File: config.mk
export PLATFORM = sky130hd
export DESIGN_NAME = op_rr_scheduler_flat
export DESIGN_NICKNAME = d
export VERILOG_FILES = /design/src/rtl/op_rr_scheduler_if.sv /design/src/rtl/op_rr_scheduler.sv /design/src/flat_wrapper.sv
export SDC_FILE = /design/constraint.sdc
export NUM_CORES = 1
export LEC_CHECK = 0
export CAP_MARGIN = 20
export CORE_AREA = 2 2 185 187
export CTS_CLUSTER_DIAMETER = 200
export CTS_CLUSTER_SIZE = 10
export DETAILED_ROUTE_END_ITERATION = 8
export DIE_AREA = 0 0 187 189
export MAX_ROUTING_LAYER = met4
export PLACE_DENSITY = 0.49
export SYNTH_ARGS = -nofsm -noshare
export SYNTH_HDL_FRONTEND = slang
export SYNTH_SLANG_ARGS = --single-unit
File: constraint.sdc
create_clock -name clk -period 2.17 [get_ports clk]
set_input_delay 0.434 -clock clk [delete_from_list [all_inputs] [get_ports clk]]
set_output_delay 0.434 -clock clk [all_outputs]
set_load 0.01 [all_outputs]
File: src/rtl/op_rr_scheduler_if.sv
// Handshake bundle between requesters, the op_rr_scheduler and the shared datapath.
// The master modport belongs to the environment (requesters plus datapath). The slave modport belongs to the scheduler.
interface op_rr_scheduler_if #(
    parameter int NREQ   = 4,
    parameter int DATA_W = 32,
    parameter int RES_W  = 64
);
    localparam int ID_W = (NREQ > 1) ? $clog2(NREQ) : 1;

    logic [NREQ-1:0]        req_valid;
    logic [NREQ*DATA_W-1:0] req_a;
    logic [NREQ*DATA_W-1:0] req_b;
    logic [NREQ-1:0]        req_ready;
    logic [NREQ-1:0]        rsp_valid;
    logic [NREQ-1:0]        rsp_ready;
    logic [RES_W-1:0]       rsp_data;
    logic                   rsp_err;
    logic                   dp_valid;
    logic [DATA_W-1:0]      dp_a;
    logic [DATA_W-1:0]      dp_b;
    logic                   dp_ready;
    logic                   dp_rsp_valid;
    logic [RES_W-1:0]       dp_rsp_data;
    logic [ID_W-1:0]        grant_id;
    logic                   busy;

    modport master (
        output req_valid, req_a, req_b, rsp_ready, dp_ready, dp_rsp_valid, dp_rsp_data,
        input  req_ready, rsp_valid, rsp_data, rsp_err, dp_valid, dp_a, dp_b, grant_id, busy
    );

    modport slave (
        input  req_valid, req_a, req_b, rsp_ready, dp_ready, dp_rsp_valid, dp_rsp_data,
        output req_ready, rsp_valid, rsp_data, rsp_err, dp_valid, dp_a, dp_b, grant_id, busy
    );
endinterface

File: src/rtl/op_rr_scheduler.sv
// Round-robin scheduler that shares one two-operand datapath among NREQ requesters, with one transaction in flight.
// Optional response timeout is enabled by defining OP_RR_SCHEDULER_TIMEOUT_EN.
module op_rr_scheduler #(
    parameter int NREQ        = 4,
    parameter int DATA_W      = 32,
    parameter int RES_W       = 64,
    parameter int TIMEOUT_CYC = 256
) (
    input logic         clk,
    input logic         resetn,
    op_rr_scheduler_if.slave bus
);
    localparam int ID_W = (NREQ > 1) ? $clog2(NREQ) : 1;

    typedef enum logic [1:0] {IDLE, ISSUE, WAIT, RESP} state_t;

    state_t            state_q, state_d;
    logic [ID_W-1:0]   grant_q, grant_d;
    logic [ID_W-1:0]   last_q, last_d;
    logic [DATA_W-1:0] a_q, a_d;
    logic [DATA_W-1:0] b_q, b_d;
    logic [RES_W-1:0]  data_q, data_d;
    logic              dpv_q, dpv_d;
    logic [NREQ-1:0]   rspv_q, rspv_d;
    logic              busy_q, busy_d;
    logic [ID_W:0]     pick;
    logic              sel_any;
    logic [ID_W-1:0]   sel_id;
    logic              timeout_hit;

    // The result is {found, index}. The first set bit after 'last' wins, with wrap-around.
    function automatic logic [ID_W:0] rr_pick(input logic [NREQ-1:0] v, input logic [ID_W-1:0] last);
        logic [ID_W:0] r;
        int            idx;
        r = '0;
        for (int k = NREQ; k >= 1; k--) begin
            idx = (int'(last) + k) % NREQ;
            if (v[idx]) r = {1'b1, ID_W'(idx)};
        end
        return r;
    endfunction

    assign pick    = rr_pick(bus.req_valid, last_q);
    assign sel_any = pick[ID_W];
    assign sel_id  = pick[ID_W-1:0];

    // Gating with resetn keeps an accept strobe from appearing in a cycle whose edge is a reset.
    assign bus.req_ready = (state_q == IDLE && resetn && sel_any) ? (NREQ'(1) << sel_id) : '0;

`ifdef OP_RR_SCHEDULER_TIMEOUT_EN
    localparam int CNT_W = $clog2(TIMEOUT_CYC + 1);

    logic [CNT_W-1:0] cnt_q, cnt_d;
    logic             err_q, err_d;

    assign timeout_hit = (state_q == WAIT) && (cnt_q == CNT_W'(TIMEOUT_CYC - 1));

    always_comb begin
        cnt_d = cnt_q;
        err_d = err_q;
        if (state_q != WAIT) begin
            cnt_d = '0;
        end else begin
            cnt_d = cnt_q + 1'b1;
            if (bus.dp_rsp_valid) err_d = 1'b0;
            else if (timeout_hit) err_d = 1'b1;
        end
    end

    always_ff @(posedge clk) begin
        if (!resetn) begin
            cnt_q <= '0;
            err_q <= 1'b0;
        end else begin
            cnt_q <= cnt_d;
            err_q <= err_d;
        end
    end

    assign bus.rsp_err = err_q;
`else
    assign timeout_hit = 1'b0;
    assign bus.rsp_err = 1'b0;
`endif

    always_comb begin
        state_d = state_q;
        grant_d = grant_q;
        last_d  = last_q;
        a_d     = a_q;
        b_d     = b_q;
        data_d  = data_q;
        case (state_q)
            IDLE: begin
                if (sel_any) begin
                    a_d     = bus.req_a[int'(sel_id)*DATA_W +: DATA_W];
                    b_d     = bus.req_b[int'(sel_id)*DATA_W +: DATA_W];
                    grant_d = sel_id;
                    state_d = ISSUE;
                end
            end
            ISSUE: if (bus.dp_ready) state_d = WAIT;
            WAIT: begin
                // A real result takes priority over a timeout that expires in the same cycle.
                if (bus.dp_rsp_valid) begin
                    data_d  = bus.dp_rsp_data;
                    state_d = RESP;
                end else if (timeout_hit) begin
                    data_d  = '0;
                    state_d = RESP;
                end
            end
            RESP: begin
                if (bus.rsp_ready[grant_q]) begin
                    last_d  = grant_q;
                    state_d = IDLE;
                end
            end
            default: state_d = IDLE;
        endcase
        dpv_d  = (state_d == ISSUE);
        busy_d = (state_d != IDLE);
        rspv_d = (state_d == RESP) ? (NREQ'(1) << grant_d) : '0;
    end

    always_ff @(posedge clk) begin
        if (!resetn) begin
            state_q <= IDLE;
            grant_q <= '0;
            last_q  <= ID_W'(NREQ - 1);
            a_q     <= '0;
            b_q     <= '0;
            data_q  <= '0;
            dpv_q   <= 1'b0;
            rspv_q  <= '0;
            busy_q  <= 1'b0;
        end else begin
            state_q <= state_d;
            grant_q <= grant_d;
            last_q  <= last_d;
            a_q     <= a_d;
            b_q     <= b_d;
            data_q  <= data_d;
            dpv_q   <= dpv_d;
            rspv_q  <= rspv_d;
            busy_q  <= busy_d;
        end
    end

    assign bus.dp_valid  = dpv_q;
    assign bus.dp_a      = a_q;
    assign bus.dp_b      = b_q;
    assign bus.rsp_valid = rspv_q;
    assign bus.rsp_data  = data_q;
    assign bus.grant_id  = grant_q;
    assign bus.busy      = busy_q;
endmodule
File: src/flat_wrapper.sv
// flat-port wrapper written by rule: the top's interface ports become plain ports
module op_rr_scheduler_flat 
#(
    parameter int NREQ        = 4,
    parameter int DATA_W      = 32,
    parameter int RES_W       = 64,
    parameter int TIMEOUT_CYC = 256
)
  (clk, resetn, bus_req_valid, bus_req_a, bus_req_b, bus_rsp_ready, bus_dp_ready, bus_dp_rsp_valid, bus_dp_rsp_data, bus_req_ready, bus_rsp_valid, bus_rsp_data, bus_rsp_err, bus_dp_valid, bus_dp_a, bus_dp_b, bus_grant_id, bus_busy);
  op_rr_scheduler_if #(.NREQ(NREQ), .DATA_W(DATA_W), .RES_W(RES_W)) bus_i ();
  input logic clk;
  input logic resetn;
  input wire logic [$bits(bus_i.req_valid)-1:0] bus_req_valid;
  input wire logic [$bits(bus_i.req_a)-1:0] bus_req_a;
  input wire logic [$bits(bus_i.req_b)-1:0] bus_req_b;
  input wire logic [$bits(bus_i.rsp_ready)-1:0] bus_rsp_ready;
  input wire logic [$bits(bus_i.dp_ready)-1:0] bus_dp_ready;
  input wire logic [$bits(bus_i.dp_rsp_valid)-1:0] bus_dp_rsp_valid;
  input wire logic [$bits(bus_i.dp_rsp_data)-1:0] bus_dp_rsp_data;
  output wire logic [$bits(bus_i.req_ready)-1:0] bus_req_ready;
  output wire logic [$bits(bus_i.rsp_valid)-1:0] bus_rsp_valid;
  output wire logic [$bits(bus_i.rsp_data)-1:0] bus_rsp_data;
  output wire logic [$bits(bus_i.rsp_err)-1:0] bus_rsp_err;
  output wire logic [$bits(bus_i.dp_valid)-1:0] bus_dp_valid;
  output wire logic [$bits(bus_i.dp_a)-1:0] bus_dp_a;
  output wire logic [$bits(bus_i.dp_b)-1:0] bus_dp_b;
  output wire logic [$bits(bus_i.grant_id)-1:0] bus_grant_id;
  output wire logic [$bits(bus_i.busy)-1:0] bus_busy;
  assign bus_i.req_valid = bus_req_valid;
  assign bus_i.req_a = bus_req_a;
  assign bus_i.req_b = bus_req_b;
  assign bus_i.rsp_ready = bus_rsp_ready;
  assign bus_i.dp_ready = bus_dp_ready;
  assign bus_i.dp_rsp_valid = bus_dp_rsp_valid;
  assign bus_i.dp_rsp_data = bus_dp_rsp_data;
  assign bus_req_ready = bus_i.req_ready;
  assign bus_rsp_valid = bus_i.rsp_valid;
  assign bus_rsp_data = bus_i.rsp_data;
  assign bus_rsp_err = bus_i.rsp_err;
  assign bus_dp_valid = bus_i.dp_valid;
  assign bus_dp_a = bus_i.dp_a;
  assign bus_dp_b = bus_i.dp_b;
  assign bus_grant_id = bus_i.grant_id;
  assign bus_busy = bus_i.busy;
  op_rr_scheduler #(.NREQ(NREQ), .DATA_W(DATA_W), .RES_W(RES_W), .TIMEOUT_CYC(TIMEOUT_CYC)) u_core (.clk(clk), .resetn(resetn), .bus(bus_i));
endmodule
==> After elaboration in Yosys (flattened, before gate mapping) <==
Index checks and enable logic that the tools add are counted.
{ "totals": {"register_bits": 140, "latch_bits": 0, "ram_bits": 0, "romBits": 0, "input_bits": 332, "out_inout_bits": 141, "mem_count": 0} }
{ "classes": {"addsub": 4, "multipliers": 0, "div_mod_pow": 0, "n_lt_le_gt_ge": 5, "n_eq_ne": 5, "shift": 4, "mux": 26, "bitwise": 4, "reduce_logical": 12} }
{ "op_table": {"columns": ["cell", "count"], "rows": [
  ["variable part select 128 x 8 -> 32 bit", 2],
  ["< comparator 3 x 4 -> 1 bit, second input constant", 4],
  ["two-way mux 2 bit", 6],
  ["two-way mux 3 bit", 4],
  ["binary-select mux 1 bit (select 2 bit)", 5],
  ["two-way mux 1 bit", 9],
  ["one-hot mux 2 bit (4 select lines)", 1],
  ["AND reduction 2 bit", 4],
  ["OR reduction 2 bit", 4],
  ["left shift 1 x 2 -> 4 bit, first input constant", 2],
  ["equality test 2 bit, second input constant", 3],
  ["adder 2 x 1 -> 2 bit, second input constant", 2],
  ["adder 2 bit, second input constant", 2],
  ["bitwise AND 1 bit, first input constant", 4],
  ["equality test 2 x 1 -> 1 bit, second input constant", 2],
  ["two-way mux 4 bit", 1],
  ["< comparator 2 x 3 -> 1 bit, second input constant", 1],
  ["logical AND 1 bit", 2],
  ["zero test 2 bit", 1],
  ["nonzero test 2 bit", 1]
]} }

==> Longest topological paths before layout <==
Gate-level depths: netlist of the first run.
{ "depth": {"depth_word": 14, "depth_mapped": 8} }

==> Least setup slack after synthesis of the first run <==
No wires, ideal clock.
{ "synth_path": {"path_kind": "input -> output", "start": "input port bus_req_valid[3]", "end": "output port bus_req_ready[0]", "arrival_ps": 1569, "required_time_ps": 1736, "path_slack_ps": 167, "cell_stages": 6, "path_buffers": 2, "path_cell_list": "nor2_1 > a22oi_1 > o22ai_1 > buf_4 > buf_4 > and3_1"} }
{ "synth_via": {"elab_chain_len": 9, "word_cells_on_any_way": 19, "classes_between": "shift (1); mux (17); reduce/logical (1)"} }
{ "synth_rtl": {"columns": ["element", "line_no", "source"], "rows": [
  ["from (decl)", "flat_wrapper.sv:13", "input wire logic [$bits(bus_i.req_valid)-1:0] bus_req_valid;"],
  ["binary-select mux 1 bit (select 2 bit)", "op_rr_scheduler.sv:38", "if (v[idx]) r = {1'b1, ID_W'(idx)};"],
  ["two-way mux 1 bit (implied by the code) (2 in series)", "op_rr_scheduler.sv:38", null],
  ["two-way mux 3 bit (3 in series)", "op_rr_scheduler.sv:38", null],
  ["two-way mux 3 bit (*)", "op_rr_scheduler.sv:38", null],
  ["left shift 1 x 2 -> 4 bit / logical AND 1 bit (equally long branches)", "op_rr_scheduler.sv:48", "assign bus.req_ready = (state_q == IDLE && resetn && sel_any) ? (NREQ'(1) << sel_id) : '0;"],
  ["two-way mux 4 bit (*)", "op_rr_scheduler.sv:48", null],
  ["to (decl)", "flat_wrapper.sv:20", "output wire logic [$bits(bus_i.req_ready)-1:0] bus_req_ready;"]
]} }
Mark *: on every way between the ends. The rest lies on a longest branch, timed or not. The select of a mux whose other input is x is not followed.

==> Worst setup path in the final report of the first run <==
{ "layout_path": {"start": "register u_core.last_q[0]", "end": "output port bus_req_ready[1]"} }
{ "layout_via": {"elab_chain_len": 10, "word_cells_on_any_way": 23, "classes_between": "add/sub (4); shift (1); mux (17); reduce/logical (1)"} }
{ "layout_rtl": {"columns": ["element", "line_no", "source"], "rows": [
  ["from (decl)", "op_rr_scheduler.sv:19", "logic [ID_W-1:0] last_q, last_d;"],
  ["from (signal assigned)", "op_rr_scheduler.sv:130", "last_q <= ID_W'(NREQ - 1);"],
  ["from (signal assigned)", "op_rr_scheduler.sv:140", "last_q <= last_d;"],
  ["adder 2 x 1 -> 2 bit", "op_rr_scheduler.sv:37", "idx = (int'(last) + k) % NREQ;"],
  ["binary-select mux 1 bit (select 2 bit)", "op_rr_scheduler.sv:38", null],
  ["two-way mux 1 bit (implied by the code) (2 in series)", "op_rr_scheduler.sv:38", null],
  ["two-way mux 3 bit (3 in series)", "op_rr_scheduler.sv:38", null],
  ["two-way mux 3 bit (*)", "op_rr_scheduler.sv:38", null],
  ["left shift 1 x 2 -> 4 bit / logical AND 1 bit (equally long branches)", "op_rr_scheduler.sv:48", null],
  ["two-way mux 4 bit (*)", "op_rr_scheduler.sv:48", null]
]} }
Marked as above.

==> impl_metrics.ini, run 1 <==
[setup_path]
crit_path_end_kind = output pin
crit_type = flop to output pin
r2r_cells = 8
cp-start-kind = flop
required_ns = 1.74
critPathArrivalTime_ns = 1.68
crit_path_max_fanout = 6

[cells_and_area]
fillers = 3369
layout_commonest_cell = clkdlybuf4s50_1
syn_to_final_growth_pct = 92.3
final_cell_count_no_fill = 1757
nets = 1623
drive_gt1_frac = 0.117
final_cell_mix = clkdlybuf4s50_1 (462), nand2_1 (138), dfxtp_1 (138), mux2i_1 (66), o22ai_1 (65)

[floorplan]
die_area_um2 = 35300
boundaryPins = 473
core_area_um2 = 33300
die_h_um = 189
rows = 67
initial_utilization = 0.210
dieWidth_um = 187

[sta]
hold_violations = 0
worst_pin_slew_ns = 0.592
period_share = 0.973
max_freq_mhz = 473
max_slew_margin = 0.605
slew_viol_final = 0
setup_violations = 0
finalClockSkew_ns = 0.0101
fin_crit_ns = 2.11
holdWs_ns = 0.268

[clock_tree]
clk_latency_ns = 0.44
clkSinkCount = 140
clk_path_buf_depth = 2
cts_made_buffers = 17
cts_tree = done
hold_buffers = 0
cts-root-buf = clkbuf_16
cts_max_level = 4
path_clk_slew_ns = 0.06

[worst_hold_path]
holdPathStages = 2
hold_path_class = input port to flop

[global_route]
first_global_vias = 7988
grt_pass1_wl_mm = 50.3
antenna_found_initial = 6
grt_remaining_overflow = 0
grt_max_degree = 125
grt_use_total = 0.194

[yosys]
synthesis.area_um2 = 6980
yosysSeqAreaShare = 0.401
synth_cell_type_count = 40
synthCells = 798
synth_fp_nets = 1130
avgSynthCellArea_um2 = 8.75
yosys_warnings = 0
synth-seq-cells = 140

[routing]
viasPerCell = 4.50
first_iter_violations = 250
drc = 0
drt_first_pass_iters = 4
wl_per_cell_um = 19.5
vias = 7903
totalWireLength_mm = 34.3
ant_nets = 0

[place]
numPortBuffers = 471
hpwl_mm = 25.5
place.gp.congestion = 0.832
placedCellCount = 1713

[power]
vdd.ir_drop.worst_v = 0.000561
leakagePower_nw = 4.94
powerDensity_nw_per_um2 = 722
finalPower_w = 0.00970

[run_status]
status = complete, no violations

[flow_run]
cap_viol_max_count = 0
-- final cells by class --
class	count	area, um2	share of cell area
antenna	5	12.5	0.000932
clock buffer	17	425	0.0317
clock inverter	15	236	0.0176
inverter	5	18.8	0.00140
multi-input combinational	580	3930	0.292
sequential	140	2810	0.209
tap	448	561	0.0417
timing repair buffer	547	5440	0.405
-- report_power, final --
part           internal, W  switching (W)  leakage, nW
combinational      0.00184        0.00143         3.47
sequential         0.00290       0.000176         1.15
clock              0.00206        0.00129        0.324
total              0.00680        0.00290         4.94
-- cell usage after synthesis (all sizes together) --
cell type | count | share of area
nand3b | 2 | 0.0021
inv | 5 | 0.0027
a211oi | 2 | 0.0029
o22ai | 66 | 0.059
clkbuf | 50 | 0.027
a211o | 2 | 0.0025
nand3 | 1 | 0.00072
nand2 | 138 | 0.074
o211a | 3 | 0.0043
dfxtp | 140 | 0.40
nor2 | 9 | 0.0048
a221oi | 64 | 0.096
o221ai | 1 | 0.0013
mux4 | 1 | 0.0032
and3b | 1 | 0.0013
a22oi | 1 | 0.0011
a21oi | 7 | 0.0050
nor2b | 1 | 0.00090
mux2i | 66 | 0.095
nor3b | 1 | 0.0011
conb | 1 | 0.00054
o21ai | 68 | 0.049
nor3 | 3 | 0.0021
buf | 23 | 0.023
or2 | 58 | 0.052
and2 | 2 | 0.0018
and3 | 4 | 0.0036
or3 | 1 | 0.0016
a21boi | 64 | 0.069
nand2b | 13 | 0.012
-- what timing repair did --
item | CTS | global route
resized for setup | 36 | 6
setup buffers | 4 | 3
setup endpoints to repair | 5 | 3
pin swaps | 4 | 8
gates cloned | 0 | 0
-- per-layer routing --
metal | part of all wire | vias up | global-route usage
li1 | - | 3919 | -
met5 | 0 | - | -
met4 | 0.022 | 0 | 0.0733
met1 | 0.41 | 3595 | 0.214
met2 | 0.49 | 343 | 0.322
met3 | 0.082 | 46 | 0.0682
-- critical path, stage by stage, from the launching register on --
cell and delay [ns]:
dfxtp_4 0.36, nand2b_4 0.15, a211o_1 0.30, o211a_4 0.14
and3_4 0.17, buf_6 0.12
-- sequential cells by signal, summed over array words and instances (netlist names) --
signal / count
u_core.bus.rsp_data: 64
u_core.bus.dp_a: 32
u_core.bus.dp_b: 32
u_core.bus.rsp_valid: 4
u_core.bus.grant_id: 2
u_core.last_q: 2
u_core.state_q: 2
u_core.bus.busy: 1
u_core.bus.dp_valid: 1
-- logic make-up (layout without fill, tap and decap cells) --
kind of cell | Yosys count | count (layout) | synth area share
compound gates | 278 | 278 | 0.290
buf+inv | 78 | 584 | 0.0525
flops | 140 | 140 | 0.401
mux | 67 | 67 | 0.0978
other cells | 1 | 6 | 0.000537
simple gates | 234 | 234 | 0.158
-- per-stage QoR --
step | worst slack [ns] | instance area [um2] | TNS (ns) | util
floorplan | 0.167 | 6980 | 0 | -
global placement | -0.641 | 12700 | -26.35 | 0.380
detailed placement | -0.611 | 12700 | -26.84 | 0.380
CTS | 0.00359 | 13400 | 0 | 0.402
global route | -0.00766 | 13400 | -0.0111 | 0.404
finish | 0.0581 | 13400 | 0 | 0.404
-- final timing paths --
path	startpoint	to	slack [ns]
min reg2reg	u_core.bus.rsp_data[16]	u_core.bus.rsp_data[16]	0.46
max	u_core.last_q[0]	bus_req_ready[1]	0.06
max reg2reg	u_core.last_q[0]	u_core.bus.dp_b[0]	0.11
min	resetn	u_core.last_q[0]	0.27
Power figures use the tool's default switching activity.
==> run 2: changes to the inputs <==
--- a/config.mk
+++ b/config.mk
@@ -5,7 +5,8 @@
 export SDC_FILE = /design/constraint.sdc
 export NUM_CORES = 1
 export LEC_CHECK = 0
-export CAP_MARGIN = 20
+export ABC_CLOCK_PERIOD_IN_PS = 2100
+export CAP_MARGIN = 0
 export CORE_AREA = 2 2 185 187
 export CTS_CLUSTER_DIAMETER = 200
 export CTS_CLUSTER_SIZE = 10
==> constraint.sdc (replaced) <==
create_clock -name clk -period 2.1 [get_ports clk]
set_input_delay 0.42 -clock clk [delete_from_list [all_inputs] [get_ports clk]]
set_output_delay 0.42 -clock clk [all_outputs]
set_load 0.01 [all_outputs]
==> impl_metrics.ini, run 2 (synthesis gave the netlist of run 1 again) <==
[cells_and_area]
fillers = 3353
final_cell_mix = clkdlybuf4s50_1 (462), nand2_1 (138), dfxtp_1 (138), buf_4 (71), mux2i_1 (66)
nets = 1633
layout_commonest_cell = clkdlybuf4s50_1
final_cell_count_no_fill = 1764
design_area_um2 = 13500
drive_gt1_frac = 0.124
seqCellArea_um2 = 2810
syn_to_final_growth_pct = 92.7
multi_input_area_um2 = 3940
largest_reg_flops = 64

[clock_tree]
hold_buffers = 0
clk_latency_ns = 0.44
path_clk_slew_ns = 0.06
clkSinkCount = 140
clk_path_buf_depth = 2
cts-root-buf = clkbuf_16
cts_made_buffers = 17
cts_max_level = 4
cts_tree = done

[place]
hpwl_mm = 26.1
placedCellCount = 1728
place.gp.congestion = 0.832
numPortBuffers = 471
place_area_um2 = 12800

[setup_path]
crit_path_max_fanout = 7
reg2reg_slack_ns = 0.13
cp-start-kind = flop
critPathArrivalTime_ns = 1.66
worstReg2RegStart = u_core.last_q[0]
crit_path_end_kind = output pin
crit_type = flop to output pin
r2r-end = u_core.bus.dp_b[1]
r2r_cells = 8
cp_slowest_cell = dfxtp_4
cp_cell_sequence = buf_6, a211o_1, o211a_4, and3_4, buf_6
critPathMaxStageDelay_ns = 0.37
required_ns = 1.68
cp_common_cell = buf_6

[worst_hold_path]
holdPathEnd = u_core.last_q[0]
holdCritStartpoint = resetn
hold_path_class = input port to flop
holdPathStages = 2

[floorplan]
core_area_um2 = 33300
rows = 67
boundaryPins = 473
dieWidth_um = 187
die_h_um = 189
initial_utilization = 0.210
die_area_um2 = 35300

[sta]
max_slew_margin = 0.603
slew_viol_final = 0
rsz0062_at_grt = yes
period_share = 0.988
worst_pin_slew_ns = 0.595
setup_violations = 0
max_freq_mhz = 482
finalClockSkew_ns = 0.0108
fin_crit_ns = 2.08
hold_violations = 0

[global_route]
grt_remaining_overflow = 0
first_global_vias = 8115
antenna_found_initial = 2
grt_pass1_wl_mm = 50.2
grt_use_total = 0.196
grt_max_degree = 132

[power]
comb_power_share = 0.355
p_switching_w = 0.00296
powerDensity_nw_per_um2 = 718
sw_frac_of_total = 0.307
p_int_w = 0.00670
power.share.clock = 0.315
vdd.ir_drop.worst_v = 0.000600
power_frac_seq = 0.329
leakagePower_nw = 4.95
finalPower_w = 0.00966

[flow_run]
cap_viol_max_count = 0

[routing]
viasPerCell = 4.55
ant_nets = 0
vias = 8026
drt_first_pass_iters = 4
first_iter_violations = 194
drc = 0
wl_per_cell_um = 19.4
totalWireLength_mm = 34.3

[run_status]
status = complete, no violations
run 2: worst max path at each step:
stage / start / endpoint / depth (start not counted)
after global placement: bus_req_valid[3] / bus_req_ready[0] / 6
after floorplan: bus_req_valid[3] / bus_req_ready[0] / 6
after global routing: u_core.last_q[0] / bus_req_ready[1] / 5
final: u_core.last_q[1] / bus_req_ready[1] / 5
after CTS: u_core.last_q[1] / bus_req_ready[1] / 5
after detailed placement: bus_req_valid[3] / bus_req_ready[0] / 6
run 2: what timing repair did:
action	4_1_cts	5_1_grt
setup endpoints to repair	23	18
setup buffers	2	0
resized for setup	42	6
pin swaps	6	2
run 2: cell type report:
| class | instances | share of cell area |
|---|---|---|
| tap | 448 | 0.0417 |
| sequential | 140 | 0.209 |
| multi-input combinational | 580 | 0.293 |
| antenna | 2 | 0.000372 |
| inverter | 5 | 0.00139 |
| clock buffer | 20 | 0.0325 |
| clock inverter | 12 | 0.0101 |
| timing repair buffer | 557 | 0.412 |
run 2: per-layer routing:
layer | vias up | wire [um] | global-route usage
met4 | 0 | 622 | 0.0607
met5 | - | 0 | -
met1 | 3747 | 14100 | 0.215
li1 | 3930 | - | -
met3 | 30 | 2690 | 0.0693
met2 | 319 | 16900 | 0.332
run 2: worst max-delay path: cells and delay by family (launching register included):
kind	cells	cell delay, ns
AO/OA/AOI/OAI	2	0.43
flip-flops	1	0.37
buffers and inverters	2	0.24
AND/OR/NAND/NOR	1	0.17
run 2: power groups by stage:
stage,sequential [W],combinational (W),clock (W)
after floorplan,0.00337,0.00119,0
after global placement,0.00323,0.00344,0
after global routing,0.00322,0.00370,0.00328
after detailed placement,0.00323,0.00344,0
after CTS,0.00318,0.00347,0.00316
final,0.00318,0.00343,0.00305
run 2: through the flow:
stage / util / setup TNS [ns] / setup WS [ns] / hold WS, ns
after floorplan: - / 0 / 0.125 / 0.488
after global placement: 0.384 / -31.60 / -0.655 / 0.451
after detailed placement: 0.384 / -33.50 / -0.671 / 0.456
after CTS: 0.403 / -0.0221 / -0.0221 / 0.185
after global routing: 0.404 / -0.0548 / -0.0480 / 0.203
final: 0.404 / 0 / 0.0250 / 0.221
